File: src/rtl/shift_seq_ctrl_if.sv
// shift_seq_ctrl_if: request/response bundle between issue, the shift sequencer and writeback
interface shift_seq_ctrl_if;
  logic v_i;
  logic ready_o;
  logic [1:0] shift_type_i;
  logic [15:0] rd_data_i;
  logic [15:0] rm_data_i;
  logic carry_i;
  logic v_o;
  logic yumi_i;
  logic [15:0] data_shifted_o;
  logic negative_o;
  logic zero_o;
  logic carry_o;
  logic [15:0] ops_cnt_o;
  modport master (
    output v_i, shift_type_i, rd_data_i, rm_data_i, carry_i, yumi_i,
    input ready_o, v_o, data_shifted_o, negative_o, zero_o, carry_o, ops_cnt_o
  );
  modport slave (
    input v_i, shift_type_i, rd_data_i, rm_data_i, carry_i, yumi_i,
    output ready_o, v_o, data_shifted_o, negative_o, zero_o, carry_o, ops_cnt_o
  );
endinterface

File: src/rtl/shift_seq_ctrl.sv
// shift_seq_ctrl: multi-cycle Thumb LSLS/LSRS/ASRS/RORS sequencer, STEP bits per cycle; SHIFT_SEQ_PERF_CNT_EN adds an op counter
module shift_seq_ctrl #(
  parameter int STEP = 4
) (
  input logic clk_i,
  input logic reset_n_i,
  shift_seq_ctrl_if.slave bus
);
  typedef enum logic [1:0] {IDLE, SHIFT, DONE} state_t;
  state_t state_q, state_d;
  logic [15:0] data_q, data_d, sh_d;
  logic [1:0] type_q, type_d;
  logic [4:0] rem_q, rem_d, amt, k;
  logic carry_q, carry_d, sh_c, neg_q, zero_q;
  logic [7:0] a;
  logic unused_rm;
  assign a = bus.rm_data_i[7:0];
  assign unused_rm = ^bus.rm_data_i[15:8];
  assign amt = bus.shift_type_i == 2'b11 ? (a == 8'd0 ? 5'd0 : a[3:0] == 4'd0 ? 5'd16 : {1'b0, a[3:0]})
             : bus.shift_type_i == 2'b10 ? (a > 8'd16 ? 5'd16 : a[4:0])
             : (a > 8'd17 ? 5'd17 : a[4:0]);
  assign k = rem_q < 5'(STEP) ? rem_q : 5'(STEP);
  always_comb begin
    sh_d = data_q;
    sh_c = carry_q;
    for (int i = 1; i <= STEP; i++)
      if (k == 5'(i)) begin
        sh_d = type_q == 2'b00 ? data_q << i
             : type_q == 2'b01 ? data_q >> i
             : type_q == 2'b10 ? 16'($signed(data_q) >>> i)
             : (data_q >> i) | (data_q << (16 - i));
        sh_c = type_q == 2'b00 ? data_q[4'(16 - i)] : data_q[4'(i - 1)];
      end
  end
  always_comb begin
    state_d = state_q;
    data_d = data_q;
    carry_d = carry_q;
    type_d = type_q;
    rem_d = rem_q;
    unique case (state_q)
      IDLE: if (bus.v_i) begin
        data_d = bus.rd_data_i;
        carry_d = bus.carry_i;
        type_d = bus.shift_type_i;
        rem_d = amt;
        state_d = amt == 5'd0 ? DONE : SHIFT;
      end
      SHIFT: begin
        data_d = sh_d;
        carry_d = sh_c;
        rem_d = rem_q - k;
        state_d = rem_q == k ? DONE : SHIFT;
      end
      DONE: state_d = bus.yumi_i ? IDLE : DONE;
      default: state_d = IDLE;
    endcase
  end
  always_ff @(posedge clk_i)
    if (!reset_n_i) begin
      state_q <= IDLE;
      data_q <= '0;
      carry_q <= 1'b0;
      type_q <= 2'b00;
      rem_q <= '0;
      neg_q <= 1'b0;
      zero_q <= 1'b1;
    end else begin
      state_q <= state_d;
      data_q <= data_d;
      carry_q <= carry_d;
      type_q <= type_d;
      rem_q <= rem_d;
      neg_q <= data_d[15];
      zero_q <= data_d == 16'd0;
    end
  assign bus.ready_o = state_q == IDLE;
  assign bus.v_o = state_q == DONE;
  assign bus.data_shifted_o = data_q;
  assign bus.negative_o = neg_q;
  assign bus.zero_o = zero_q;
  assign bus.carry_o = carry_q;
`ifdef SHIFT_SEQ_PERF_CNT_EN
  logic [15:0] cnt_q;
  always_ff @(posedge clk_i)
    if (!reset_n_i) cnt_q <= '0;
    else if (bus.v_o && bus.yumi_i && cnt_q != 16'hFFFF) cnt_q <= cnt_q + 16'd1;
  assign bus.ops_cnt_o = cnt_q;
`else
  assign bus.ops_cnt_o = 16'h0000;
`endif
endmodule

File: src/flat_wrapper.sv
// flat-port wrapper written by rule: the top's interface ports become plain ports
module shift_seq_ctrl_flat 
#(
  parameter int STEP = 4
)
  (clk_i, reset_n_i, bus_v_i, bus_shift_type_i, bus_rd_data_i, bus_rm_data_i, bus_carry_i, bus_yumi_i, bus_ready_o, bus_v_o, bus_data_shifted_o, bus_negative_o, bus_zero_o, bus_carry_o, bus_ops_cnt_o);
  shift_seq_ctrl_if bus_i ();
  input logic clk_i;
  input logic reset_n_i;
  input wire logic [$bits(bus_i.v_i)-1:0] bus_v_i;
  input wire logic [$bits(bus_i.shift_type_i)-1:0] bus_shift_type_i;
  input wire logic [$bits(bus_i.rd_data_i)-1:0] bus_rd_data_i;
  input wire logic [$bits(bus_i.rm_data_i)-1:0] bus_rm_data_i;
  input wire logic [$bits(bus_i.carry_i)-1:0] bus_carry_i;
  input wire logic [$bits(bus_i.yumi_i)-1:0] bus_yumi_i;
  output wire logic [$bits(bus_i.ready_o)-1:0] bus_ready_o;
  output wire logic [$bits(bus_i.v_o)-1:0] bus_v_o;
  output wire logic [$bits(bus_i.data_shifted_o)-1:0] bus_data_shifted_o;
  output wire logic [$bits(bus_i.negative_o)-1:0] bus_negative_o;
  output wire logic [$bits(bus_i.zero_o)-1:0] bus_zero_o;
  output wire logic [$bits(bus_i.carry_o)-1:0] bus_carry_o;
  output wire logic [$bits(bus_i.ops_cnt_o)-1:0] bus_ops_cnt_o;
  assign bus_i.v_i = bus_v_i;
  assign bus_i.shift_type_i = bus_shift_type_i;
  assign bus_i.rd_data_i = bus_rd_data_i;
  assign bus_i.rm_data_i = bus_rm_data_i;
  assign bus_i.carry_i = bus_carry_i;
  assign bus_i.yumi_i = bus_yumi_i;
  assign bus_ready_o = bus_i.ready_o;
  assign bus_v_o = bus_i.v_o;
  assign bus_data_shifted_o = bus_i.data_shifted_o;
  assign bus_negative_o = bus_i.negative_o;
  assign bus_zero_o = bus_i.zero_o;
  assign bus_carry_o = bus_i.carry_o;
  assign bus_ops_cnt_o = bus_i.ops_cnt_o;
  shift_seq_ctrl #(.STEP(STEP)) u_core (.clk_i(clk_i), .reset_n_i(reset_n_i), .bus(bus_i));
endmodule
File: config.mk
export PLATFORM = sky130hd
export DESIGN_NAME = shift_seq_ctrl_flat
export DESIGN_NICKNAME = d
export VERILOG_FILES = /design/src/rtl/shift_seq_ctrl_if.sv /design/src/rtl/shift_seq_ctrl.sv /design/src/flat_wrapper.sv
export SDC_FILE = /design/constraint.sdc
export NUM_CORES = 1
export LEC_CHECK = 0
export CAP_MARGIN = 20
export CORE_AREA = 8 8 104 87
export DETAILED_ROUTE_END_ITERATION = 8
export DIE_AREA = 0 0 112 95
export PLACE_DENSITY = 0.67
export SLEW_MARGIN = 10
export SYNTH_ARGS = -nofsm -noshare
export SYNTH_HDL_FRONTEND = slang
export SYNTH_SLANG_ARGS = --single-unit
File: constraint.sdc
create_clock -name clk_i -period 2.45 [get_ports clk_i]
set_input_delay 0.49 -clock clk_i [delete_from_list [all_inputs] [get_ports clk_i]]
set_output_delay 0.49 -clock clk_i [all_outputs]
set_load 0.05 [all_outputs]
==> flow_metrics.tcl <==
set metrics [dict create \
    cap_violations 0 \
    cts_buffer_depth 2 \
    synth.cell_area_sq_um 2850 \
    grt_overflow_total 0 \
    viasPerCell 6.34 \
    fin_worst_skew_ns 0.00375 \
    layout_min_cycle_time_ns 2.43 \
    htreeDepth 1 \
    fmax_mhz 412 \
    ant_nets 0 \
    seqCellArea_sq_um 547 \
    avgRoutedWirePerCell_um 21.1 \
    holdWs_ns 0.525 \
    critPathCaptureType "flip-flop" \
    drtPass1Iterations 5 \
    synth-seq-cells 27 \
    antenna_found_initial 0 \
    fillers 723 \
    hold_buffers 0 \
    hold_class "reg2reg" \
    drtIter0Drc 460 \
    fin_cells 603 \
    die_w_um 112 \
    clk_latency_ns 0.29 \
    core_sq_um 7290 \
    muxShareOfSynthArea_pct 3.60 \
    postRouteWirelength_mm 12.7 \
    yosys_warnings 0 \
    area_growth_pct 45.0 \
    power_density_nw_per_um2 542 \
    hold_violations 0 \
    drive_gt1_share_pct 25.7 \
    grt_pass1_wl_mm 19.9 \
    yosys.area_share.simple_pct 27.5 \
    io_buffers 51 \
    setup_viol 0 \
    synth_cell_types 63 \
    final_nets 554 \
    slew_violations 0 \
    die_y_um 95 \
    slew_headroom_pct 65.1 \
    grt_max_degree 25 \
    vias 3821 \
    diodes 0 \
    numCtsBuffers 3 \
    synth_compound_area_share_pct 38.0 \
    cts_tree "yes" \
    drc 0 \
    async_flop_share_pct 0 \
    synth_edf_count 0 \
    gp_routability_congestion 0.990 \
    place_hpwl_mm 9.45 \
    synthCells 406 \
    grt_pass1_vias 3647 \
    crit_fanout 3 \
    cts_root_buf "clkbuf_8" \
    cts.sinks 27 \
    synthXorXnorAreaFrac_pct 0 \
    boundaryPins 76 \
    synth_ff_type "dfxtp_1" \
    ys_seq_area_share_pct 18.9 \
    path_clk_slew_ns 0.11 \
    irDropWorstVdd_uv 223 \
    min_period_over_period_pct 99.1 \
    layout_common_cells "86 x buf_4, 49 x clkdlybuf4s50_1, 42 x nor2_1" \
    dp.cells 593 \
    synth_top_family_by_area "compound AO/OA/AOI/OAI gates" \
    worst_slew_pin_slew_ns 0.523 \
    track_usage_pct 23.4 \
    avgSynthCellArea_sq_um 7.03 \
    p_leak_nw 1.58 \
    startpoint_type "flip-flop" \
    path_class "reg2reg" \
    layout_commonest_cell "buf_4" \
    synthAdderAreaFrac_pct 0.439 \
    die-area_sq_um 10600 \
    multiInputGateArea_sq_um 2140 \
    rrSetupSlack_ns 0.02 \
    cp.arrival_ns 2.64 \
    outcome "complete, no violations" \
    std_cell_rows 28 \
    required_ns 2.66 \
    initial_core_util_pct 39.1 \
]
worst paths after layout:
path / depth (start not counted) / from / endpoint
max: 7 / u_core.type_q[1] / u_core.bus.zero_o
min: 2 / u_core.type_q[1] / u_core.type_q[1]
max reg2reg: 7 / u_core.type_q[1] / u_core.bus.zero_o
min reg2reg: 2 / u_core.type_q[1] / u_core.type_q[1]
critical path, stage by stage (launching register included):
cell,delay (ns)
dfxtp_4,0.38
buf_4,0.16
or2_1,0.24
mux4_2,0.34
a211oi_2,0.27
o21ai_2,0.10
or4_4,0.57
o41ai_2,0.27
metrics by stage:
step | TNS (ns) | utilization (%) | total power [W] | setup WS, ns | area, sq um
2_1_floorplan | 0 | - | 0.00131 | 0.0778 | 2910
3_3_place_gp | -0.222 | 54.1 | 0.00183 | -0.216 | 3950
3_5_place_dp | -0.341 | 54.1 | 0.00184 | -0.294 | 3950
4_1_cts | 0 | 55.7 | 0.00216 | 0.00733 | 4060
5_1_grt | -0.0141 | 56.8 | 0.00234 | -0.0141 | 4140
6_report | 0 | 56.8 | 0.00224 | 0.0221 | 4140
cell families after synthesis:
| family | count (synthesis) |
|---|---|
| muxes | 9 |
| AOI/OAI and AO/OA | 157 |
| adders and majority gates | 1 |
| buffers and inverters | 63 |
| DFF | 27 |
| and+or+nand+nor | 147 |
| other | 2 |
repair_timing:
action / CTS / global route
gates cloned: 0 / 0
resized for setup: 10 / 20
pin swaps: 5 / 8
setup buffers: 4 / 3
setup endpoints to repair: 1 / 2
cell usage after synthesis (all sizes together) (4+ instances only):
| library cell | n | area [sq um] |
|---|---|---|
| a211o | 4 | 35.0 |
| a211oi | 6 | 45.0 |
| a21oi | 32 | 160 |
| a221oi | 4 | 41.3 |
| a22oi | 5 | 37.5 |
| a311o | 4 | 40.0 |
| a311oi | 5 | 43.8 |
| a31oi | 9 | 56.3 |
| and2 | 6 | 37.5 |
| buf | 29 | 194 |
| clkbuf | 25 | 93.8 |
| dfxtp | 27 | 541 |
| inv | 8 | 30.0 |
| mux2i | 8 | 80.1 |
| nand2 | 22 | 82.6 |
| nand3 | 4 | 20.0 |
| nand4 | 9 | 56.3 |
| nor2 | 42 | 158 |
| nor2b | 8 | 50.1 |
| nor3 | 13 | 65.1 |
| nor3b | 10 | 75.1 |
| nor4 | 5 | 31.3 |
| o2111ai | 4 | 35.0 |
| o211ai | 6 | 45.0 |
| o21a | 9 | 67.6 |
| o21ai | 37 | 185 |
| o311ai | 5 | 43.8 |
| or2 | 5 | 31.3 |
| or3b | 7 | 61.3 |
| or4 | 4 | 30.0 |
layer usage:
layer / GRT usage [%] / routed length, um
met1: 30.3 / 5530
met2: 36.7 / 5280
met5: 0 / 0
met3: 6.44 / 1530
met4: 8.40 / 390
area by class of cell:
type	instances	area share, %
multi-input cells	331	51.7
repair buffers	142	30.4
flip-flops and latches	27	13.2
well taps	90	2.72
clock buffers	4	1.09
inverters	9	0.817
registers in the layout, indices dropped and copies added (netlist names):
register and flops:
u_core.type_q 2, u_core.bus.negative_o 1, u_core.state_q 2, u_core.bus.data_shifted_o 15
u_core.bus.carry_o 1, u_core.bus.zero_o 1, u_core.rem_q 5
power breakdown:
group	internal, W	switching (W)
Sequential	0.000487	0.0000727
Clock	0.000118	0.000177
Combinational	0.000594	0.000792
No activity file was read; power rests on OpenSTA's default activity.
